**src/rtl/daa_multiplier_pipe.sv**
```systemverilog
`default_nettype none
// ============================================================================
// Module   : daa_multiplier_pipe
// Brief    : Pipelined WIDTH x WIDTH signed/unsigned multiplier. Partial
//            products are compressed by a word-level 3:2 carry-save tree.
//            A valid/ready handshake with full backpressure and bubble
//            compression moves each product through STAGES register stages.
// Revision : 1.0 - initial release
// ============================================================================
module daa_multiplier_pipe #(
  parameter int WIDTH  = 8,
  parameter int STAGES = 3
) (
  input  logic                        clk,
  input  logic                        reset,
  input  logic                        in_valid,
  output logic                        in_ready,
  input  logic [WIDTH-1:0]            A,
  input  logic [WIDTH-1:0]            B,
  input  logic                        is_signed,
  output logic                        out_valid,
  input  logic                        out_ready,
  output logic [2*WIDTH-1:0]          result,
  output logic [$clog2(STAGES+1)-1:0] in_flight
);

  localparam int PW     = 2 * WIDTH;
  // WIDTH positive rows, one inverted sign row and its +1 correction row
  localparam int NROWS  = WIDTH + 2;
  localparam int RDEPTH = 3 * NROWS;
  localparam int RIW    = $clog2(RDEPTH);
  localparam int CW     = $clog2(STAGES + 1);

  // Multiplier operand is treated as a (WIDTH+1)-bit two's-complement value:
  // its top bit carries weight -2^WIDTH, so that row is added as ~(a<<W)+1.
  // All arithmetic is modulo 2^PW, which is exact for both modes.
  function automatic logic [2*PW-1:0] csa_tree(input logic [WIDTH-1:0] a,
                                               input logic [WIDTH-1:0] b,
                                               input logic             sgn);
    logic [PW-1:0] rows [RDEPTH];
    logic [PW-1:0] ax;
    logic [PW-1:0] x;
    logic [PW-1:0] y;
    logic [PW-1:0] z;
    logic          neg;
    ax  = sgn ? {{WIDTH{a[WIDTH-1]}}, a} : {{WIDTH{1'b0}}, a};
    neg = sgn & b[WIDTH-1];
    for (int i = 0; i < RDEPTH; i++) rows[i] = '0;
    for (int j = 0; j < WIDTH; j++) rows[RIW'(j)] = b[j] ? (ax << j) : '0;
    rows[WIDTH]   = neg ? ((~ax) << WIDTH) : '0;
    rows[WIDTH+1] = neg ? (PW'(1) << WIDTH) : '0;
    // Rows are consumed three at a time from the head and the sum/carry
    // pair is appended at the tail, giving a log-depth compressor tree.
    for (int s = 0; s < NROWS - 2; s++) begin
      x = rows[RIW'(3*s)];
      y = rows[RIW'(3*s + 1)];
      z = rows[RIW'(3*s + 2)];
      rows[RIW'(NROWS + 2*s)]     = x ^ y ^ z;
      rows[RIW'(NROWS + 2*s + 1)] = ((x & y) | (x & z) | (y & z)) << 1;
    end
    return {rows[RIW'(3*(NROWS-2))], rows[RIW'(3*(NROWS-2) + 1)]};
  endfunction

  logic [STAGES-1:0] vld_q;
  logic [STAGES-1:0] vld_d;
  logic [STAGES-1:0] adv;
  logic [CW-1:0]     cnt_q;
  logic [CW-1:0]     cnt_d;
  logic              accept;
  logic              drain;
  logic [2*PW-1:0]   tree_w;
  logic [PW-1:0]     tsum_w;
  logic [PW-1:0]     tcar_w;

  assign tree_w    = csa_tree(A, B, is_signed);
  assign tsum_w    = tree_w[2*PW-1:PW];
  assign tcar_w    = tree_w[PW-1:0];
  assign in_ready  = !reset && adv[0];
  assign accept    = in_valid && in_ready;
  assign drain     = vld_q[STAGES-1] && out_ready;
  assign out_valid = vld_q[STAGES-1];
  assign in_flight = cnt_q;

  // Stage k may load when the output drains or any stage from k down is empty
  always_comb begin
    logic [STAGES-1:0] m;
    adv = '0;
    m   = '0;
    for (int k = 0; k < STAGES; k++) begin
      m      = {STAGES{1'b1}} << k;
      adv[k] = out_ready || ((vld_q & m) != m);
    end
  end

  // Valid bits shift forward where allowed; occupancy tracks accept vs drain
  always_comb begin
    vld_d = vld_q;
    if (adv[0]) vld_d[0] = accept;
    for (int k = 1; k < STAGES; k++) begin
      if (adv[k]) vld_d[k] = vld_q[k-1];
    end
    cnt_d = cnt_q;
    if (accept && !drain)      cnt_d = cnt_q + 1'b1;
    else if (!accept && drain) cnt_d = cnt_q - 1'b1;
  end

  // Control state register
  always_ff @(posedge clk or posedge reset) begin
    if (reset) begin
      vld_q <= '0;
      cnt_q <= '0;
    end else begin
      vld_q <= vld_d;
      cnt_q <= cnt_d;
    end
  end

  generate
    if (STAGES == 1) begin : g_single
      logic [PW-1:0] prod_q;
      logic [PW-1:0] prod_d;

      // Single stage: tree and final carry-propagate add in one cycle
      always_comb begin
        prod_d = prod_q;
        if (accept) prod_d = tsum_w + tcar_w;
      end

      // Result register
      always_ff @(posedge clk or posedge reset) begin
        if (reset) prod_q <= '0;
        else       prod_q <= prod_d;
      end

      assign result = prod_q;
    end else begin : g_multi
      logic [PW-1:0] sum_q;
      logic [PW-1:0] sum_d;
      logic [PW-1:0] car_q;
      logic [PW-1:0] car_d;
      logic [PW-1:0] prod_q [1:STAGES-1];
      logic [PW-1:0] prod_d [1:STAGES-1];

      // Stage 0 keeps the carry-save pair, stage 1 resolves it, the rest
      // only carry the product; data loads only with a valid operation so
      // the result holds its last value across bubbles.
      always_comb begin
        sum_d = sum_q;
        car_d = car_q;
        if (accept) begin
          sum_d = tsum_w;
          car_d = tcar_w;
        end
        for (int k = 1; k < STAGES; k++) prod_d[k] = prod_q[k];
        if (adv[1] && vld_q[0]) prod_d[1] = sum_q + car_q;
        for (int k = 2; k < STAGES; k++) begin
          if (adv[k] && vld_q[k-1]) prod_d[k] = prod_q[k-1];
        end
      end

      // Datapath registers
      always_ff @(posedge clk or posedge reset) begin
        if (reset) begin
          sum_q <= '0;
          car_q <= '0;
          for (int k = 1; k < STAGES; k++) prod_q[k] <= '0;
        end else begin
          sum_q <= sum_d;
          car_q <= car_d;
          for (int k = 1; k < STAGES; k++) prod_q[k] <= prod_d[k];
        end
      end

      assign result = prod_q[STAGES-1];
    end
  endgenerate

endmodule
`default_nettype wire

```
**config.mk**
```make
export PLATFORM = sky130hd
export DESIGN_NAME = daa_multiplier_pipe
export DESIGN_NICKNAME = d
export VERILOG_FILES = /design/src/rtl/daa_multiplier_pipe.sv
export SDC_FILE = /design/constraint.sdc
export NUM_CORES = 1
export LEC_CHECK = 0
export BUFFER_PORTS_ARGS = -buffer_cell sky130_fd_sc_hd__buf_2
export CORE_AREA = 2 2 39 41
export CTS_CLUSTER_DIAMETER = 40
export CTS_CLUSTER_SIZE = 28
export DETAILED_ROUTE_END_ITERATION = 6
export DIE_AREA = 0 0 41 43
export GPL_ROUTABILITY_DRIVEN = 0
export PLACE_DENSITY_LB_ADDON = 0.05
export SLEW_MARGIN = 20
export SYNTH_ARGS = -nofsm -noshare
export SYNTH_HDL_FRONTEND = slang
export SYNTH_SLANG_ARGS = --single-unit
```
**constraint.sdc**
```tcl
create_clock -name clk -period 1.84 [get_ports clk]
set_input_delay 0.184 -clock clk [delete_from_list [all_inputs] [get_ports clk]]
set_output_delay 0.184 -clock clk [all_outputs]
set_load 0.01 [all_outputs]
```
==> results of run 1 <==
==> cells by family (layout without fill, tap and decap cells) <==
| logic type | Yosys count | count (layout) |
|---|---|---|
| DFF | 5 | 5 |
| xor gates and xnor gates | 3 | 3 |
| and+or+nand+nor | 9 | 9 |
| adders and majority gates | 1 | 1 |
| buffers and inverters | 17 | 13 |
| other | 1 | 16 |
| AOI/OAI and AO/OA | 1 | 1 |
==> cell usage in the layout, fill, tap and decap left out <==
master,count
and3_4,1
conb_1,16
nor2_1,3
ha_1,1
clkbuf_1,1
nand2b_1,1
or2_2,1
nor2b_4,1
a21o_1,1
dfrtp_1,5
dlygate4sd3_1,1
clkinvlp_4,1
buf_2,7
xnor2_1,1
xor2_1,2
clkbuf_4,3
nand2_1,2
==> state kept, by name (all words and copies together) (netlist names) <==
register / count
in_flight: 2
vld_q: 3
==> per-layer routing <==
layer  routed length (um)  share of wire (%)  vias to the layer above  GRT usage (%)
li1                     -                  -                      101              -
met5                    0                  0                        -              0
met2                  279                 54                        8           8.44
met3                   52                 10                        0           7.85
met1                  187                 36                       96           6.51
met4                    0                  0                        0           4.00
==> timing repair <==
action	CTS	global route
resized for setup	0	1
endpoints found under the setup margin	0	1
setup buffers	0	0
endpoints found under the hold margin	5	0
hold buffers	1	0
==> where the power goes <==
part	internal [mW]	total [mW]	switching [mW]	leakage, nW
clock	0.0823	0.131	0.0491	0.0150
combinational	0.0544	0.119	0.0643	0.143
sequential	0.141	0.164	0.0232	0.0605
==> worst max-delay path: cells and delay by family <==
family                   cells  cell delay [ns]
adder cells (fa/ha/maj)      1             0.31
AND/OR/NAND/NOR              3             0.29
buffers and inverters        3             0.80
XOR/XNOR                     1             0.16
==> cell type report <==
class / instances / area [um2] / area share (%)
clock buffer: 4 / 26.3 / 6.80
inverter: 1 / 7.51 / 1.94
timing repair buffer: 8 / 45.0 / 11.7
multi-input combinational: 30 / 163 / 42.1
sequential: 5 / 125 / 32.4
tap: 16 / 20.0 / 5.18
==> metrics by stage <==
stage | util, % | instances | setup WS, ns
3_3_place_gp | 25.0 | 59 | 0.395
4_1_cts | 27.7 | 64 | 0.156
6_report | 27.9 | 64 | 0.251
5_1_grt | 27.9 | 64 | 0.0735
2_1_floorplan | - | 52 | 0.421
3_5_place_dp | 25.0 | 59 | 0.383
==> how the worst max path moves through the flow <==
stage | to | startpoint
after detailed placement | in_flight[1] | vld_q[2]
after floorplan | in_flight[1] | vld_q[2]
final | in_flight[1] | reset
after global placement | in_flight[1] | vld_q[2]
after global routing | in_flight[1] | reset
after CTS | in_flight[1] | reset
==> impl_metrics.env, run 1 <==
export IMPL_synth_top_area_share_pct=35.2
export IMPL_worstPathArrival_ns=1.75
export IMPL_cts_root_buf="clkbuf_4"
export IMPL_max_freq_ghz=0.629
export IMPL_avgViaCountPerCell=3.20
export IMPL_htreeDepth=1
export IMPL_initial_core_util_pct=25.7
export IMPL_wirelength_um=518
export IMPL_synthSimpleGateAreaFrac_pct=15.8
export IMPL_drive_above_1_share_pct=29.2
export IMPL_fin_nets=71
export IMPL_synthesis_instances=37
export IMPL_hp_start="in_valid"
export IMPL_r2r_cells=6
export IMPL_vdd_ir_drop_max_v=0.000312
export IMPL_synth_top_family_by_area="buffers and inverters"
export IMPL_min_path_cells=3
export IMPL_die_w_um=41
export IMPL_p_per_area_mw_per_mm2=1070
export IMPL_r2r_start="vld_q[2]"
export IMPL_r2r_end="in_flight[1]"
export IMPL_outcome="finished clean"
export IMPL_synthArstFlopShare_pct=100
export IMPL_cp_start_kind="primary input"
export IMPL_synth_seq_cells=5
export IMPL_worstSetupEndpointType="flip-flop"
export IMPL_worstPathMaxFanout=6
export IMPL_vias=205
export IMPL_hold_ws_ns=0.169
export IMPL_grt_setup_unrepaired="false"
export IMPL_grt_pass1_vias=154
export IMPL_synth_compound_area_share_pct=2.11
export IMPL_slew_viol_final=0
export IMPL_syn_to_final_growth_pct=8.80
export IMPL_ys_flop_type="dfrtp_1"
export IMPL_antenna_cells=0
export IMPL_yosysSeqAreaShare_pct=35.2
export IMPL_setup_viol=0
export IMPL_required_ns=2.01
export IMPL_num_fill_cells=159
export IMPL_ant_nets=0
export IMPL_crit_chain="dlygate4sd3_1, buf_2, clkinvlp_4, nand2_1, nor2_1, ha_1, nor2_1, xor2_1"
export IMPL_yosysMostFrequentCell="buf_4"
export IMPL_clk_pin_slew_ns=0.04
export IMPL_cts_buffers=3
export IMPL_wire_per_inst_um=8.09
export IMPL_place_hpwl_um=433
export IMPL_finClkSkew_ns=0.000199
export IMPL_track_usage_pct=6.85
export IMPL_dr_pass1_iters=1
export IMPL_clk_latency_ns=0.25
export IMPL_die_area_mm2=0.00176
export IMPL_min_period_over_period_pct=86.4
export IMPL_pin_count=41
export IMPL_cpMostUsedCell="nor2_1"
export IMPL_max_cap_viol_count=0
export IMPL_p_leak_nw=0.219
export IMPL_hold_end="vld_q[0]"
export IMPL_grt_max_degree=7
export IMPL_synth_avg_cell_area_um2=9.60
export IMPL_hold_viol_final=0
export IMPL_fin_tns_setup_ns=0
export IMPL_synth_mux_area_share_pct=0
export IMPL_route_detailed_drc=0
export IMPL_clock_path_buffers=2
export IMPL_dpl_cell_area_um2=347
export IMPL_ys_top_cells_by_area="dfrtp_1 35%, buf_4 34%, xor2_1 4.9%"
export IMPL_synthDistinctLibCells=14
export IMPL_portBuffers=7
export IMPL_synth_edf_count=0
export IMPL_core_area_mm2=0.00138
export IMPL_num_rows=14
export IMPL_grt_overflow_total=0
export IMPL_hold_class="in2reg"
export IMPL_cts_tree="yes"
export IMPL_stdcell_area_um2=387
export IMPL_drt_first_iter_violations=0
export IMPL_grt_pass1_wl_um=676
export IMPL_critical_path_max_stage_delay_ns=0.52
export IMPL_synth_fa_ha_area_share_pct=3.52
export IMPL_grt_antenna_before_repair=0
export IMPL_critPathKind="in2reg"
export IMPL_synth_largest_area_cell="dfrtp_1"
export IMPL_r2r_setup_slack_ns=0.39
export IMPL_yosysWarnings=0
export IMPL_total_power_mw=0.414
export IMPL_clock_sinks=5
export IMPL_synth_area_um2=355
export IMPL_fp_dieH_um=43
export IMPL_ys_top_cells_by_count="16 x buf_4, 5 x dfrtp_1, 3 x nor2_1, 2 x nand2_1, 2 x xor2_1"
export IMPL_slowest_stage="dlygate4sd3_1"
export IMPL_min_period_ns=1.59
export IMPL_synth_xor_area_share_pct=7.39
No activity file was read; power rests on OpenSTA's default activity.
==> inputs of run 2 (changes only) <==
--- a/config.mk
+++ b/config.mk
@@ -13,6 +13,7 @@
 export DIE_AREA = 0 0 41 43
 export GPL_ROUTABILITY_DRIVEN = 0
 export PLACE_DENSITY_LB_ADDON = 0.05
+export SETUP_SLACK_MARGIN = 0.4
 export SLEW_MARGIN = 20
 export SYNTH_ARGS = -nofsm -noshare
 export SYNTH_HDL_FRONTEND = slang
==> impl_metrics.env, run 2 (synthesis gave the netlist of run 1 again) <==
export IMPL_outcome="finished clean"
export IMPL_slew_viol_final=0
export IMPL_clock_sinks=5
export IMPL_grt_overflow_total=0
export IMPL_p_clk_share_pct=29.3
export IMPL_r2r_end="in_flight[1]"
export IMPL_crit_start="vld_q[2]"
export IMPL_setup_viol=0
export IMPL_track_usage_pct=7.36
export IMPL_clock_path_buffers=2
export IMPL_antenna_cells=0
export IMPL_pin_count=41
export IMPL_critPathKind="reg2out"
export IMPL_grt_setup_unrepaired="true"
export IMPL_drt_first_iter_violations=3
export IMPL_top_layer="met3"
export IMPL_min_period_ns=1.41
export IMPL_worstPathArrival_ns=1.23
export IMPL_avgViaCountPerCell=3.27
export IMPL_drive_above_1_share_pct=38.0
export IMPL_wl_met2_um=321
export IMPL_grt_pass1_wl_um=745
export IMPL_cts_buffers=3
export IMPL_hold_class="in2reg"
export IMPL_r2r_setup_slack_ns=0.43
export IMPL_grt_antenna_before_repair=0
export IMPL_worstSetupEndpointType="primary output"
export IMPL_largest_reg_flops=3
export IMPL_multiInputGateArea_um2=198
export IMPL_pwr_share_seq_pct=37.7
export IMPL_core_area_mm2=0.00138
export IMPL_clk_pin_slew_ns=0.04
export IMPL_wire_per_inst_um=8.62
export IMPL_dr_pass1_iters=3
export IMPL_grt_max_degree=6
export IMPL_max_freq_ghz=0.708
export IMPL_regMostFlops="vld_q"
export IMPL_fp_dieH_um=43
export IMPL_vias=216
export IMPL_die_w_um=41
export IMPL_cp_start_kind="flip-flop"
export IMPL_ant_nets=0
export IMPL_clk_latency_ns=0.24
export IMPL_p_leak_nw=0.237
export IMPL_num_rows=14
export IMPL_initial_core_util_pct=25.7
export IMPL_wl_met3_um=48
export IMPL_total_power_mw=0.447
export IMPL_r2r_start="vld_q[2]"
export IMPL_portBuffers=7
export IMPL_wirelength_um=569
export IMPL_regArea_um2=125
export IMPL_p_sw_mw=0.155
export IMPL_cts_root_buf="clkbuf_4"
export IMPL_vdd_ir_drop_max_v=0.000304
export IMPL_finClkSkew_ns=0.000198
export IMPL_min_period_over_period_pct=76.8
export IMPL_route_detailed_drc=0
export IMPL_mostFrequentLayoutCells="16 x conb_1, 7 x buf_2, 5 x dfrtp_1, 3 x clkbuf_4"
export IMPL_fin_tns_setup_ns=0
export IMPL_cts_tree="yes"
export IMPL_num_fill_cells=159
export IMPL_r2r_cells=7
export IMPL_met1Wirelength_um=199
export IMPL_place_hpwl_um=433
export IMPL_switching_share_pct=34.7
export IMPL_power_internal_mw=0.292
export IMPL_max_cap_viol_count=0
export IMPL_hold_viol_final=0
export IMPL_required_ns=1.66
export IMPL_layout_commonest_cell="conb_1"
export IMPL_syn_to_final_growth_pct=21.8
export IMPL_worstPathMaxFanout=3
export IMPL_die_area_mm2=0.00176
export IMPL_fin_nets=73
export IMPL_p_per_area_mw_per_mm2=1030
export IMPL_htreeDepth=1
export IMPL_comb_power_share_pct=33.1
export IMPL_grt_pass1_vias=173
export IMPL_crit_end="in_ready"
[run 2: worst max-delay path, cell delays in order (launching register included)]
cell,delay [ns]
dfrtp_1,0.38
nor2b_4,0.13
and3_4,0.15
buf_4,0.13
nor2_1,0.07
buf_2,0.13
[run 2: timing repair]
| item | in CTS | in global routing |
|---|---|---|
| pin swaps | 4 | 2 |
| gates resized for setup | 3 | 4 |
| hold buffers | 1 | 0 |
| setup endpoints to repair | 1 | 1 |
| hold endpoints to repair | 5 | 0 |
| buffers inserted | 1 | 1 |
[run 2: per-layer routing]
layer | vias to the layer above | track usage, %
met5 | - | 0
met4 | 0 | 4.00
met3 | 0 | 7.85
met2 | 8 | 9.38
met1 | 103 | 7.17
li1 | 105 | -
[run 2: worst min path at each step]
| stage | cells past startpoint | end | slack (ns) | start |
|---|---|---|---|---|
| 2_1_floorplan | 1 | in_flight[0] | -0.03 | reset |
| 3_3_place_gp | 2 | vld_q[0] | 0.11 | reset |
| 3_5_place_dp | 2 | vld_q[1] | 0.13 | reset |
| 4_1_cts | 3 | vld_q[0] | 0.21 | in_valid |
| 5_1_grt | 3 | vld_q[0] | 0.23 | in_valid |
| 6_report | 3 | vld_q[0] | 0.22 | in_valid |
[run 2: per-stage QoR]
stage                     setup slack (ns)  hold slack [ns]  cells  area [um2]  utilization, %
final                                0.427            0.218     66         433            31.3
after global routing                 0.354            0.231     66         433            31.3
after CTS                            0.410            0.211     65         400            28.9
after detailed placement             0.383            0.125     59         347            25.0
after global placement               0.395            0.115     59         347            25.0
after floorplan                      0.421          -0.0293     52         412               -
[run 2: area by class of cell]
class                      count  area share, %
sequential                     5           28.9
multi-input combinational     30           45.7
timing repair buffer          10           13.9
clock buffer                   4           6.07
inverter                       1          0.867
tap                           16           4.62
[run 2: power by group through the flow]
| stage | clock network, mW | registers (mW) | logic, mW |
|---|---|---|---|
| 2_1_floorplan | 0 | 0.177 | 0.0902 |
| 3_3_place_gp | 0 | 0.163 | 0.115 |
| 3_5_place_dp | 0 | 0.167 | 0.117 |
| 4_1_cts | 0.138 | 0.165 | 0.124 |
| 5_1_grt | 0.141 | 0.173 | 0.164 |
| 6_report | 0.131 | 0.168 | 0.148 |
